## config.mk

```make
export PLATFORM = sky130hd
export DESIGN_NAME = fetch_unit
export DESIGN_NICKNAME = d
export VERILOG_FILES = /design/src/rtl/fetch_unit.sv
export SDC_FILE = /design/constraint.sdc
export NUM_CORES = 1
export LEC_CHECK = 0
export BUFFER_PORTS_ARGS = -buffer_cell sky130_fd_sc_hd__buf_4
export CAP_MARGIN = 15
export CORE_UTILIZATION = 50
export CTS_CLUSTER_SIZE = 10
export DETAILED_ROUTE_END_ITERATION = 8
export PLACE_DENSITY = 0.82
export REMOVE_ABC_BUFFERS = 1
export SLEW_MARGIN = 20
export SYNTH_ARGS = -nofsm -noshare
export SYNTH_HDL_FRONTEND = slang
export SYNTH_SLANG_ARGS = --single-unit
export TNS_END_PERCENT = 1
```

## constraint.sdc

```tcl
create_clock -name clk_i -period 2.95 [get_ports clk_i]
set_input_delay 0.295 -clock clk_i [delete_from_list [all_inputs] [get_ports clk_i]]
set_output_delay 0.295 -clock clk_i [all_outputs]
set_load 0.01 [all_outputs]
```

## src/rtl/fetch_unit.sv

```systemverilog
// fetch_unit: instruction-fetch stage.
// Holds the PC, runs the imem request/ack handshake, and presents one instruction
// at a time in the IF/ID register. Fetch is not prefetched, so each instruction
// costs one bubble. Resolved branches and jumps from later in the pipe redirect
// the PC and flush the held instruction.
// Build option: define FETCH_EXT_BRANCH_EN to evaluate ble and bltz. Without it,
// only beq and bne can be taken.
//
// state     | meaning
// ----------+-----------------------------------------------------------
// IDLE      | just out of reset, no request yet
// FETCH     | request to imem_addr_o outstanding, waiting for ack
// WAIT_DROP | request abandoned by a redirect, next ack is discarded
// HOLD      | IF/ID register valid, waiting for the decoder to accept
module fetch_unit #(
  parameter logic [31:0] RESET_PC = 32'h0000_0000
) (
  input  logic        clk_i,
  input  logic        rst_i,
  output logic        imem_req_o,
  output logic [31:0] imem_addr_o,
  input  logic        imem_ack_i,
  input  logic [31:0] imem_data_i,
  output logic        instr_valid_o,
  input  logic        instr_ready_i,
  output logic [31:0] instr_o,
  output logic [31:0] pc_plus4_o,
  input  logic        res_valid_i,
  input  logic        res_branch_i,
  input  logic [2:0]  res_branch_type_i,
  input  logic [1:0]  res_jump_i,
  input  logic [31:0] res_rs_i,
  input  logic [31:0] res_rt_i,
  input  logic [31:0] res_pc_plus4_i,
  input  logic [31:0] res_imm_i,
  input  logic [25:0] res_jidx_i,
  output logic        redirect_o
);

  typedef enum logic [1:0] {
    S_IDLE      = 2'd0,
    S_FETCH     = 2'd1,
    S_WAIT_DROP = 2'd2,
    S_HOLD      = 2'd3
  } state_t;

  state_t      state_q, state_d;
  logic [31:0] pc_q, pc_d;
  logic        req_q, req_d;
  logic [31:0] addr_q, addr_d;
  logic        valid_q, valid_d;
  logic [31:0] instr_q, instr_d;
  logic [31:0] pc4_q, pc4_d;
  logic        redirect_q, redirect_d;

  logic        br_taken;
  logic        jump_j;
  logic        jump_r;
  logic        take_redirect;
  logic [31:0] redirect_target;
  logic [31:0] pc_inc;

  // Branch condition evaluation for the resolve bundle.
  always_comb begin
    br_taken = 1'b0;
    case (res_branch_type_i)
      3'b000: br_taken = (res_rs_i == res_rt_i);
      3'b010: br_taken = (res_rs_i != res_rt_i);
`ifdef FETCH_EXT_BRANCH_EN
      3'b001: br_taken = ($signed(res_rs_i) <= $signed(res_rt_i));
      3'b011: br_taken = res_rs_i[31];
`endif
      default: br_taken = 1'b0;
    endcase
  end

  // Redirect decision and target; a jump overrides a simultaneous branch.
  always_comb begin
    jump_j        = (res_jump_i == 2'b01);
    jump_r        = (res_jump_i == 2'b10);
    take_redirect = res_valid_i & (jump_j | jump_r | (res_branch_i & br_taken));
    if (jump_j) begin
      redirect_target = {res_pc_plus4_i[31:28], res_jidx_i, 2'b00};
    end else if (jump_r) begin
      redirect_target = {res_rs_i[31:2], 2'b00};
    end else begin
      redirect_target = res_pc_plus4_i + (res_imm_i << 2);
    end
  end

  // Next-state and next-output computation; redirect has top priority.
  always_comb begin
    pc_inc     = pc_q + 32'd4;
    state_d    = state_q;
    pc_d       = pc_q;
    valid_d    = valid_q;
    instr_d    = instr_q;
    pc4_d      = pc4_q;
    redirect_d = take_redirect;

    case (state_q)
      S_IDLE: begin
        state_d = S_FETCH;
      end
      S_FETCH: begin
        if (imem_ack_i) begin
          instr_d = imem_data_i;
          pc4_d   = pc_inc;
          valid_d = 1'b1;
          pc_d    = pc_inc;
          state_d = S_HOLD;
        end
      end
      S_WAIT_DROP: begin
        if (imem_ack_i) begin
          state_d = S_FETCH;
        end
      end
      S_HOLD: begin
        if (valid_q && instr_ready_i) begin
          valid_d = 1'b0;
          state_d = S_FETCH;
        end
      end
      default: begin
        state_d = S_IDLE;
      end
    endcase

    if (take_redirect) begin
      // An ack landing in the same cycle is for the old path: keep the IF/ID
      // contents untouched and treat the request as finished.
      pc_d    = redirect_target;
      valid_d = 1'b0;
      instr_d = instr_q;
      pc4_d   = pc4_q;
      if ((state_q == S_FETCH || state_q == S_WAIT_DROP) && !imem_ack_i) begin
        state_d = S_WAIT_DROP;
      end else begin
        state_d = S_FETCH;
      end
    end

    req_d  = (state_d == S_FETCH);
    addr_d = pc_d;
  end

  // Single register bank for state, PC and all registered outputs.
  always_ff @(posedge clk_i or negedge rst_i) begin
    if (!rst_i) begin
      state_q    <= S_IDLE;
      pc_q       <= RESET_PC;
      req_q      <= 1'b0;
      addr_q     <= RESET_PC;
      valid_q    <= 1'b0;
      instr_q    <= 32'h0;
      pc4_q      <= 32'h0;
      redirect_q <= 1'b0;
    end else begin
      state_q    <= state_d;
      pc_q       <= pc_d;
      req_q      <= req_d;
      addr_q     <= addr_d;
      valid_q    <= valid_d;
      instr_q    <= instr_d;
      pc4_q      <= pc4_d;
      redirect_q <= redirect_d;
    end
  end

  assign imem_req_o    = req_q;
  assign imem_addr_o   = addr_q;
  assign instr_valid_o = valid_q;
  assign instr_o       = instr_q;
  assign pc_plus4_o    = pc4_q;
  assign redirect_o    = redirect_q;

endmodule

```

==> results.ini, run 1 <==
[detailed_routing]
drt_first_iter_violations=469
wirelength_um=23330
drc=38
first_pass_iters=7
ant_nets=0
wl_per_cell_um=18.08
vias_per_cell=5.639
dr_total_vias=7274

[critical_path]
arrival_ps=2920
start_kind=input pin
startpoint=res_pc_plus4_i[8]
cp_max_fo=5
required_ps=3240
r2r-start=imem_addr_o[2]
reg2reg_depth=9
critPathKind=in2reg
reg2reg_slack_ps=330
endpoint_kind=register

[cells_and_area]
final_cell_mix=buf_4 (313), dfrtp_1 (101), xor2_1 (67), nand2_1 (67), nor2_1 (62)
diodes=0
num-nets-final=1336
layout_commonest_cell=buf_4
syn_to_final_growth_pct=35.75
n_fill_cell=1146
layout-drive-gt1-share=0.3698
design_area_um2=10250
ff_latch_area_um2=2527
multi_input_area_um2=4748

[logic_synthesis]
yosysWarnings=0
ys_seq_area_frac=0.3348
synth_edf_count=0
syn-cell-area_um2=7548
ys_ff_latch=101
synthCells=818
syn_avg_cell_area_um2=9.228
synth_cell_types=59
async_flop_share=1.000
synth-main-ff-cell=dfrtp_1

[clock_tree]
cts_resized=0
cts_tree=built
clkSlewWorstSetupHoldPaths_ps=70
clk_latency_ps=340
post_cts_buffers=0
htree_levels=3
cts_root_buf=clkbuf_16
cts_sinks=101
numCtsBuffers=9
clk_path_buf_depth=2
holdBufCountCts=0

[job]
maxCapViolCount=0

[power]
ir_worst_vdd_uv=327.9
powerDensity_nw_per_um2=678.4
fin_total_pwr_uw=6952
leakage_uw=0.004737

[global_routing]
grtUsageTotal=0.2995
grt_pass1_wl_um=36980
antenna_found_initial=0
grt_pass1_vias=7280
grt_overflow_total=0
grt_max_degree=102

[sta]
rsz0062_at_grt=no
clock.fmax_mhz=380.1
hold_viol=0
finalSetupViolations=0
period_needed_ps=2631
worst_slew_pin_slew_ps=640.3
setup-tns-final_ps=0
setup_ws_ps=318.8
whs_ps=17.72
drv_slew=0
worst_slew_margin_rel=0.5677
fin_skew_ps=11.09
fin_crit_sh=0.8919

[floorplan]
die_height_um=124.9
std_cell_rows=44
die-area_um2=15590
pin_count=296
core-area_um2=14640
start_util=0.5155
die_w_um=124.9

[placement]
gp_congestion=0.9480
io_buffer_count=293
dpl.hpwl_um=18760
place_ws_ps=67.31
dpl_cell_area_um2=9963

[hold_path]
hold_path_class=in2async

[outcome]
violations=DRC
outcome=complete, but fails checks

[synth_stat cells, types with 8 or more instances]
master / number / area [um^2]
a211oi_1: 8 / 60.06
a21o_1: 12 / 90.09
a21oi_1: 49 / 245.2
and3_1: 10 / 62.56
buf_2: 8 / 40.04
buf_4: 11 / 82.58
clkbuf_1: 22 / 82.58
dfrtp_1: 101 / 2527
ha_1: 37 / 462.9
inv_1: 18 / 67.56
mux2_2: 59 / 664.4
mux2i_1: 13 / 130.1
nand2_1: 67 / 251.5
nand2b_1: 8 / 50.05
nand3_1: 29 / 145.1
nand4_1: 14 / 87.58
nor2_1: 62 / 232.7
nor3_1: 10 / 50.05
nor4_1: 13 / 81.33
o211ai_1: 15 / 112.6
o21a_1: 8 / 60.06
o21ai_0: 40 / 200.2
xnor2_1: 35 / 306.5
xor2_1: 67 / 586.8
[critical path, stage by stage]
cell and delay (ps):
buf_4 110, ha_1 330, a211oi_1 210, o21ai_0 160
o21ai_0 390, a21oi_1 270, a211oi_1 310, a211oi_1 110
o311ai_0 540, o21a_1 200
[cell families after synthesis]
group | Yosys count | share of synthesized area
buffers and inverters | 61 | 0.03713
and+or+nand+nor | 256 | 0.1757
muxes | 79 | 0.1157
AOI/OAI and AO/OA | 181 | 0.1543
DFF | 101 | 0.3348
adders and majority gates | 38 | 0.06398
xor gates and xnor gates | 102 | 0.1183
[report_power, final]
part / switching [uW] / internal, uW
clock network: 528 / 583
registers: 485 / 1980
logic: 1580 / 1800
[final cells by class]
| class | count | area share |
|---|---|---|
| multi-input combinational | 656 | 0.4634 |
| sequential | 101 | 0.2466 |
| timing repair buffer | 315 | 0.2332 |
| tap | 184 | 0.02247 |
| clock buffer | 9 | 0.02198 |
| inverter | 18 | 0.006593 |
| clock inverter | 7 | 0.005739 |
[state kept, by name, summed over array words and instances, names as in the netlist]
| name | cells |
|---|---|
| imem_req_o | 1 |
| redirect_o | 1 |
| pc_plus4_o | 32 |
| instr_o | 32 |
| state_q | 2 |
| instr_valid_o | 1 |
| imem_addr_o | 32 |
[worst paths after layout]
path,end
worst min register to register,pc_plus4_o[24]
max in group asynchronous,instr_o[9]
min in group clk_i,imem_addr_o[1]
worst min-delay path,pc_plus4_o[7]
worst max register to register,imem_addr_o[28]
worst max-delay path,imem_addr_o[29]
[metrics by stage]
step	util	instances
2_1_floorplan	-	775
6_report	0.6998	1290
3_3_place_gp	0.6804	1274
4_1_cts	0.6998	1290
5_1_grt	0.6998	1290
3_5_place_dp	0.6804	1274
[per-layer routing]
metal | vias up | global-route usage | share of wire
li1 | 3517 | - | -
met2 | 319 | 0.5202 | 0.49
met3 | 59 | 0.05284 | 0.071
met4 | 0 | 0.1306 | 0.037
met1 | 3379 | 0.3638 | 0.40
met5 | - | 0 | 0
(Power assumes the default switching activity.)
==> inputs of run 2 (changes only) <==
--- a/config.mk
+++ b/config.mk
@@ -8,9 +8,11 @@
 export BUFFER_PORTS_ARGS = -buffer_cell sky130_fd_sc_hd__buf_4
 export CAP_MARGIN = 15
 export CORE_UTILIZATION = 50
+export CTS_CLUSTER_DIAMETER = 40
 export CTS_CLUSTER_SIZE = 10
 export DETAILED_ROUTE_END_ITERATION = 8
-export PLACE_DENSITY = 0.82
+export PLACE_DENSITY_LB_ADDON = 0.25
+export RECOVER_POWER = 25
 export REMOVE_ABC_BUFFERS = 1
 export SLEW_MARGIN = 20
 export SYNTH_ARGS = -nofsm -noshare
==> run 2 against run 1 <==
Compared with the run above: the run ends with DRC, capacitance limit, slew limit left; utilization is 0.82 points higher; clock-buffer cell count increased by 1; non-clock buffer count grew 5; combinational power about the same; clock skew decreased by 2.8 ps; sequential power is essentially flat; wire length down 1.6%; register-to-register slack worse by 70 ps; global-route usage decreased by 0.28 points; worst setup slack got worse by 60 ps; via count increased by 0.92%; critical path type is now reg2reg; largest cell class unchanged; highest routed layer unchanged.
==> results.ini, run 2 (synthesis results as in run 1) <==
[detailed_routing]
ant_nets=0  ; unchanged
drc=38  ; unchanged
dr_total_vias=7341  ; was 7274
wl_per_cell_um=17.72  ; was 18.08 um
wirelength_um=22950  ; was 23330 um
drt_first_iter_violations=356  ; was 469
vias_per_cell=5.669  ; was 5.639
first_pass_iters=7  ; unchanged

[clock_tree]
numCtsBuffers=9  ; unchanged
cts_resized=0  ; unchanged
clkSlewWorstSetupHoldPaths_ps=70  ; about the same
htree_levels=3  ; unchanged
cts_root_buf=clkbuf_16  ; unchanged
holdBufCountCts=0  ; unchanged
cts_tree=built  ; unchanged
cts_sinks=101  ; unchanged
clk_latency_ps=340  ; about the same
post_cts_buffers=0  ; unchanged
clk_path_buf_depth=2  ; unchanged

[sta]
worst_slew_pin_slew_ps=2098  ; was 640.3 ps
fin_skew_ps=8.273  ; was 11.09 ps
rsz0062_at_grt=no  ; unchanged
hold_viol=0  ; unchanged
fin_crit_sh=0.9123  ; was 0.8919
setup_ws_ps=258.9  ; was 318.8 ps
finalSetupViolations=0  ; unchanged
drv_slew=86  ; was 0
period_needed_ps=2691  ; was 2631 ps
worst_slew_margin_rel=-0.3986  ; was 0.5677
clock.fmax_mhz=371.6  ; was 380.1 MHz

[power]
p_int_uw=4657  ; was 4359 uW
p_sw_uw=2571  ; was 2592 uW
power_switching_share=0.3557  ; was 0.3729
p_seq_frac=0.340  ; was 0.354
leakage_uw=0.004804  ; was 0.004737 uW
ir_worst_vdd_uv=340.2  ; was 327.9 uV
powerDensity_nw_per_um2=697.2  ; was 678.4 nW/um^2
pwr-share-clk=0.193  ; was 0.160
p_comb_frac=0.468  ; was 0.486
fin_total_pwr_uw=7228  ; was 6952 uW

[global_routing]
grt_pass1_vias=7030  ; was 7280
grt_pass1_wl_um=36470  ; was 36980 um
antenna_found_initial=0  ; unchanged
use_met3=0.03265  ; was 0.05284
grt_use_met2=0.5122  ; was 0.5202
top_usage_layer=met2  ; unchanged
grt_overflow_total=0  ; unchanged
grtUsageTotal=0.2967  ; was 0.2995
grt_max_degree=86  ; was 102
use_met1=0.3781  ; was 0.3638

[floorplan]
start_util=0.5155  ; unchanged
core-area_um2=14640  ; unchanged
std_cell_rows=44  ; unchanged
die_w_um=124.9  ; unchanged
die-area_um2=15590  ; unchanged
die_height_um=124.9  ; unchanged
pin_count=296  ; unchanged

[job]
maxCapViolCount=1  ; was 0

[placement]
place_ws_ps=-28.80  ; was 67.31 ps
io_buffer_count=293  ; unchanged
dpl.hpwl_um=18460  ; was 18760 um
gp_congestion=0.9266  ; was 0.9480

[cells_and_area]
final_cell_mix=buf_4 (316), dfrtp_1 (101), xor2_1 (67), nand2_1 (67), nor2_1 (62)  ; was buf_4 (313), dfrtp_1 (101), xor2_1 (67), nand2_1 (67), nor2_1 (62)
layout-drive-gt1-share=0.3726  ; was 0.3698
post-route-util=0.7080  ; was 0.6998
layout_commonest_cell=buf_4  ; unchanged
n_fill_cell=1185  ; was 1146
diodes=0  ; unchanged
syn_to_final_growth_pct=37.34  ; was 35.75%
num-nets-final=1341  ; was 1336

[critical_path]
reg2reg_slack_ps=260  ; was 330 ps
arrival_ps=2950  ; was 2920 ps
endpoint_kind=register  ; unchanged
required_ps=3210  ; was 3240 ps
cp_max_fo=6  ; was 5
critPathKind=reg2reg  ; was in2reg
start_kind=register  ; was input pin

[outcome]
violations=DRC, capacitance limit, slew limit  ; was DRC
outcome=complete, but fails checks  ; unchanged

[hold_path]
hold_path_class=in2reg  ; was in2async

[run 2: cell types whose count changed in the layout (fill, tap and decap cells not counted), sizes merged]
| cell | delta |
|---|---|
| buf | +4 |
| bufinv | +3 |
| clkbuf | +2 |
| clkinv | -2 |
| clkinvlp | -2 |
[run 2: area by class of cell]
| type | instances | area (um^2) | share of cell area |
|---|---|---|---|
| clock inverter | 6 | 117.6 | 0.01134 |
| clock buffer | 10 | 239.0 | 0.02305 |
| inverter | 18 | 67.56 | 0.006517 |
| tap | 184 | 230.2 | 0.02221 |
| sequential | 101 | 2527 | 0.2438 |
| multi-input combinational | 656 | 4748 | 0.4580 |
| timing repair buffer | 320 | 2437 | 0.2351 |
[run 2: power by group through the flow]
stage / clock network, uW / registers, uW / logic, uW
floorplan: 0 / 2680 / 1470
global placement: 0 / 2440 / 3290
detailed placement: 0 / 2480 / 3370
CTS: 1410 / 2460 / 3390
global route: 1470 / 2530 / 3640
finish: 1390 / 2460 / 3380
[run 2: through the flow]
step	setup TNS, ps	hold WS (ps)	std cells	instance area, um^2
3_5_place_dp	-358.6	477.8	1279	10010
2_1_floorplan	-57440	-0.5911	775	7336
4_1_cts	0	172.0	1295	10370
5_1_grt	0	173.7	1295	10370
3_3_place_gp	-849.3	469.4	1279	10010
6_report	0	177.1	1295	10370
[run 2: path summary, 6_finish.rpt]
kind,startpoint,end,cells after the start
setup / recovery,imem_addr_o[2],imem_addr_o[30],9
hold / removal,res_pc_plus4_i[0],imem_addr_o[0],3
setup reg to reg,imem_addr_o[2],imem_addr_o[30],9
hold reg to reg,pc_plus4_o[22],pc_plus4_o[22],1
max in group asynchronous,rst_i,imem_addr_o[6],1
min in group asynchronous,rst_i,instr_o[11],1
[run 2: critical path, cell delays in order, from the launching register on]
cell and delay, ps:
dfrtp_1 440, ha_1 270, nand3_4 140, nor4_4 350, and4_1 380, and4_1 400, nand4_1 150, xnor2_1 220
mux2i_1 90, a31oi_1 160
[run 2: layer usage]
metal	part of all wire	up-vias
li1	-	3524
met1	0.41	3453
met2	0.49	320
met3	0.067	44
met4	0.031	0
met5	0	-
==> inputs of run 3 (changes only) <==
--- a/config.mk
+++ b/config.mk
@@ -7,7 +7,7 @@
 export LEC_CHECK = 0
 export BUFFER_PORTS_ARGS = -buffer_cell sky130_fd_sc_hd__buf_4
 export CAP_MARGIN = 15
-export CORE_UTILIZATION = 50
+export CORE_UTILIZATION = 54
 export CTS_CLUSTER_DIAMETER = 40
 export CTS_CLUSTER_SIZE = 10
 export DETAILED_ROUTE_END_ITERATION = 8
==> constraint.sdc (replaced) <==
create_clock -name clk_i -period 3.28 [get_ports clk_i]
set_input_delay 0.328 -clock clk_i [delete_from_list [all_inputs] [get_ports clk_i]]
set_output_delay 0.328 -clock clk_i [all_outputs]
set_load 0.01 [all_outputs]
==> run 3 against run 2 <==
Compared with the run above: the flow finishes with violations (capacitance limit, slew limit); first-iteration DRC count increased by 6.2%; sequential share of layout area up 0.44 points; critical path depth did not move.
==> results.ini, run 3 (synthesis results as in run 1) <==
[detailed_routing]
ant_nets=0  ; unchanged
drc=0  ; was 38
wirelength_um=22390  ; was 22950 um
drt_first_iter_violations=378  ; was 356
wl_per_cell_um=17.60  ; was 17.72 um
vias_per_cell=5.667  ; was 5.669
first_pass_iters=5  ; was 7
dr_total_vias=7209  ; was 7341

[global_routing]
grt_max_degree=90  ; was 86
grt_pass1_wl_um=34980  ; was 36470 um
antenna_found_initial=0  ; unchanged
grt_pass1_vias=6836  ; was 7030
grt_overflow_total=0  ; unchanged
grtUsageTotal=0.3109  ; was 0.2967

[outcome]
violations=capacitance limit, slew limit  ; was DRC, capacitance limit, slew limit
outcome=complete, but fails checks  ; unchanged

[cells_and_area]
design_area_um2=10180  ; was 10370 um^2
multi_input_area_um2=4748  ; unchanged
n_fill_cell=1027  ; was 1185
diodes=0  ; unchanged
final_cell_mix=buf_4 (302), dfrtp_1 (101), xor2_1 (67), nand2_1 (67), nor2_1 (62)  ; was buf_4 (316), dfrtp_1 (101), xor2_1 (67), nand2_1 (67), nor2_1 (62)
syn_to_final_growth_pct=34.92  ; was 37.34%
ff_latch_area_um2=2527  ; unchanged
layout_commonest_cell=buf_4  ; unchanged
layout-drive-gt1-share=0.3641  ; was 0.3726
num-nets-final=1326  ; was 1341

[placement]
gp_congestion=0.9844  ; was 0.9266
dpl_cell_area_um2=9878  ; was 10010 um^2
io_buffer_count=293  ; unchanged
dpl.hpwl_um=17790  ; was 18460 um

[power]
power_switching_share=0.3636  ; was 0.3557
powerDensity_nw_per_um2=617.3  ; was 697.2 nW/um^2
pwr-share-clk=0.173  ; was 0.193
p_int_uw=4001  ; was 4657 uW
leakage_uw=0.004701  ; was 0.004804 uW
fin_total_pwr_uw=6287  ; was 7228 uW
p_comb_frac=0.475  ; was 0.468
p_seq_frac=0.352  ; was 0.340
p_sw_uw=2286  ; was 2571 uW
ir_worst_vdd_uv=287.5  ; was 340.2 uV

[critical_path]
required_ps=3550  ; was 3210 ps
cp_max_fo=6  ; unchanged
arrival_ps=3120  ; was 2950 ps
r2r-end=imem_addr_o[30]  ; unchanged
start_kind=register  ; unchanged
reg2reg_slack_ps=430  ; was 260 ps
timing.critical_path.slowest_stage_cell=nor4_4  ; was dfrtp_1
r2r-start=imem_addr_o[2]  ; unchanged
cp_top_family=simple AND/OR/NAND/NOR gates  ; unchanged
slowest_delay_ps=450  ; was 440 ps
endpoint_kind=register  ; unchanged
critPathKind=reg2reg  ; unchanged
crit_chain=ha_1, nand3_4, nor4_4, and4_1, and4_1, nand4_1, xnor2_1, mux2i_1, a31oi_1  ; unchanged
cp_common_cell=and4_1  ; unchanged
crit_buf_inv=0  ; unchanged
reg2reg_depth=9  ; unchanged

[hold_path]
whs_endpoint=instr_o[4]  ; was imem_addr_o[0]
hold_path_class=in2reg  ; unchanged
worst_hold_startpoint=imem_data_i[4]  ; was res_pc_plus4_i[0]
whs_path_depth=2  ; was 3

[floorplan]
pin_count=296  ; unchanged
core-area_um2=13450  ; was 14640 um^2
die-area_um2=14460  ; was 15590 um^2
die_height_um=120.2  ; was 124.9 um
start_util=0.5611  ; was 0.5155
die_w_um=120.2  ; was 124.9 um
std_cell_rows=42  ; was 44

[clock_tree]
cts_sinks=101  ; unchanged
cts_tree=built  ; unchanged
cts_resized=0  ; unchanged
clk_latency_ps=350  ; was 340 ps
post_cts_buffers=0  ; unchanged
holdBufCountCts=0  ; unchanged
clk_path_buf_depth=2  ; unchanged
htree_levels=3  ; unchanged
cts_root_buf=clkbuf_16  ; unchanged
clkSlewWorstSetupHoldPaths_ps=70  ; about the same
numCtsBuffers=9  ; unchanged

[sta]
worst_slew_margin_rel=-0.4255  ; was -0.3986
finalSetupViolations=0  ; unchanged
hold_viol=0  ; unchanged
setup-tns-final_ps=0  ; unchanged
worst_slew_pin_slew_ps=2138  ; was 2098 ps
rsz0062_at_grt=no  ; unchanged
drv_slew=90  ; was 86
period_needed_ps=2848  ; was 2691 ps
fin_skew_ps=11.19  ; was 8.273 ps
clock.fmax_mhz=351.1  ; was 371.6 MHz
fin_crit_sh=0.8682  ; was 0.9123

[job]
maxCapViolCount=1  ; unchanged

## run 3: worst max path at each step
stage,cells after the start,endpoint,startpoint
floorplan,8,instr_o[17],res_rt_i[29]
global placement,11,imem_addr_o[26],res_pc_plus4_i[2]
detailed placement,10,imem_addr_o[31],res_pc_plus4_i[16]
CTS,9,imem_addr_o[30],imem_addr_o[2]
global route,9,imem_addr_o[30],imem_addr_o[2]
finish,9,imem_addr_o[30],imem_addr_o[2]
## run 3: routing by layer
layer / wire [um] / GRT usage / up-vias / share of wire
met5: 0 / 0 / - / 0
met2: 10620 / 0.5205 / 359 / 0.47
met1: 9134 / 0.3935 / 3313 / 0.41
li1: - / - / 3493 / -
met4: 789 / 0.1366 / 0 / 0.035
met3: 1841 / 0.05472 / 44 / 0.082
## run 3: power groups by stage
stage	clock network (uW)	logic [uW]	registers [uW]
3_3_place_gp	0	2910	2200
3_5_place_dp	0	2980	2240
4_1_cts	1100	3000	2220
6_report	1090	2990	2210
5_1_grt	1150	3230	2290
2_1_floorplan	0	1320	2410
## run 3: cell type report
| cell class | instances | area share |
|---|---|---|
| timing repair buffer | 305 | 0.2270 |
| multi-input combinational | 656 | 0.4662 |
| clock inverter | 6 | 0.006880 |
| sequential | 101 | 0.2482 |
| clock buffer | 10 | 0.02346 |
| tap | 176 | 0.02162 |
| inverter | 18 | 0.006634 |
## run 3: per-stage QoR
| stage | hold WS [ps] | util | instances | setup WS, ps |
|---|---|---|---|---|
| 2_1_floorplan | 32.41 | - | 775 | -592.1 |
| 3_3_place_gp | 470.2 | 0.7343 | 1256 | 371.6 |
| 3_5_place_dp | 477.3 | 0.7343 | 1256 | 370.8 |
| 4_1_cts | 202.0 | 0.7573 | 1272 | 445.0 |
| 5_1_grt | 205.9 | 0.7571 | 1272 | 243.2 |
| 6_report | 211.0 | 0.7571 | 1272 | 432.2 |
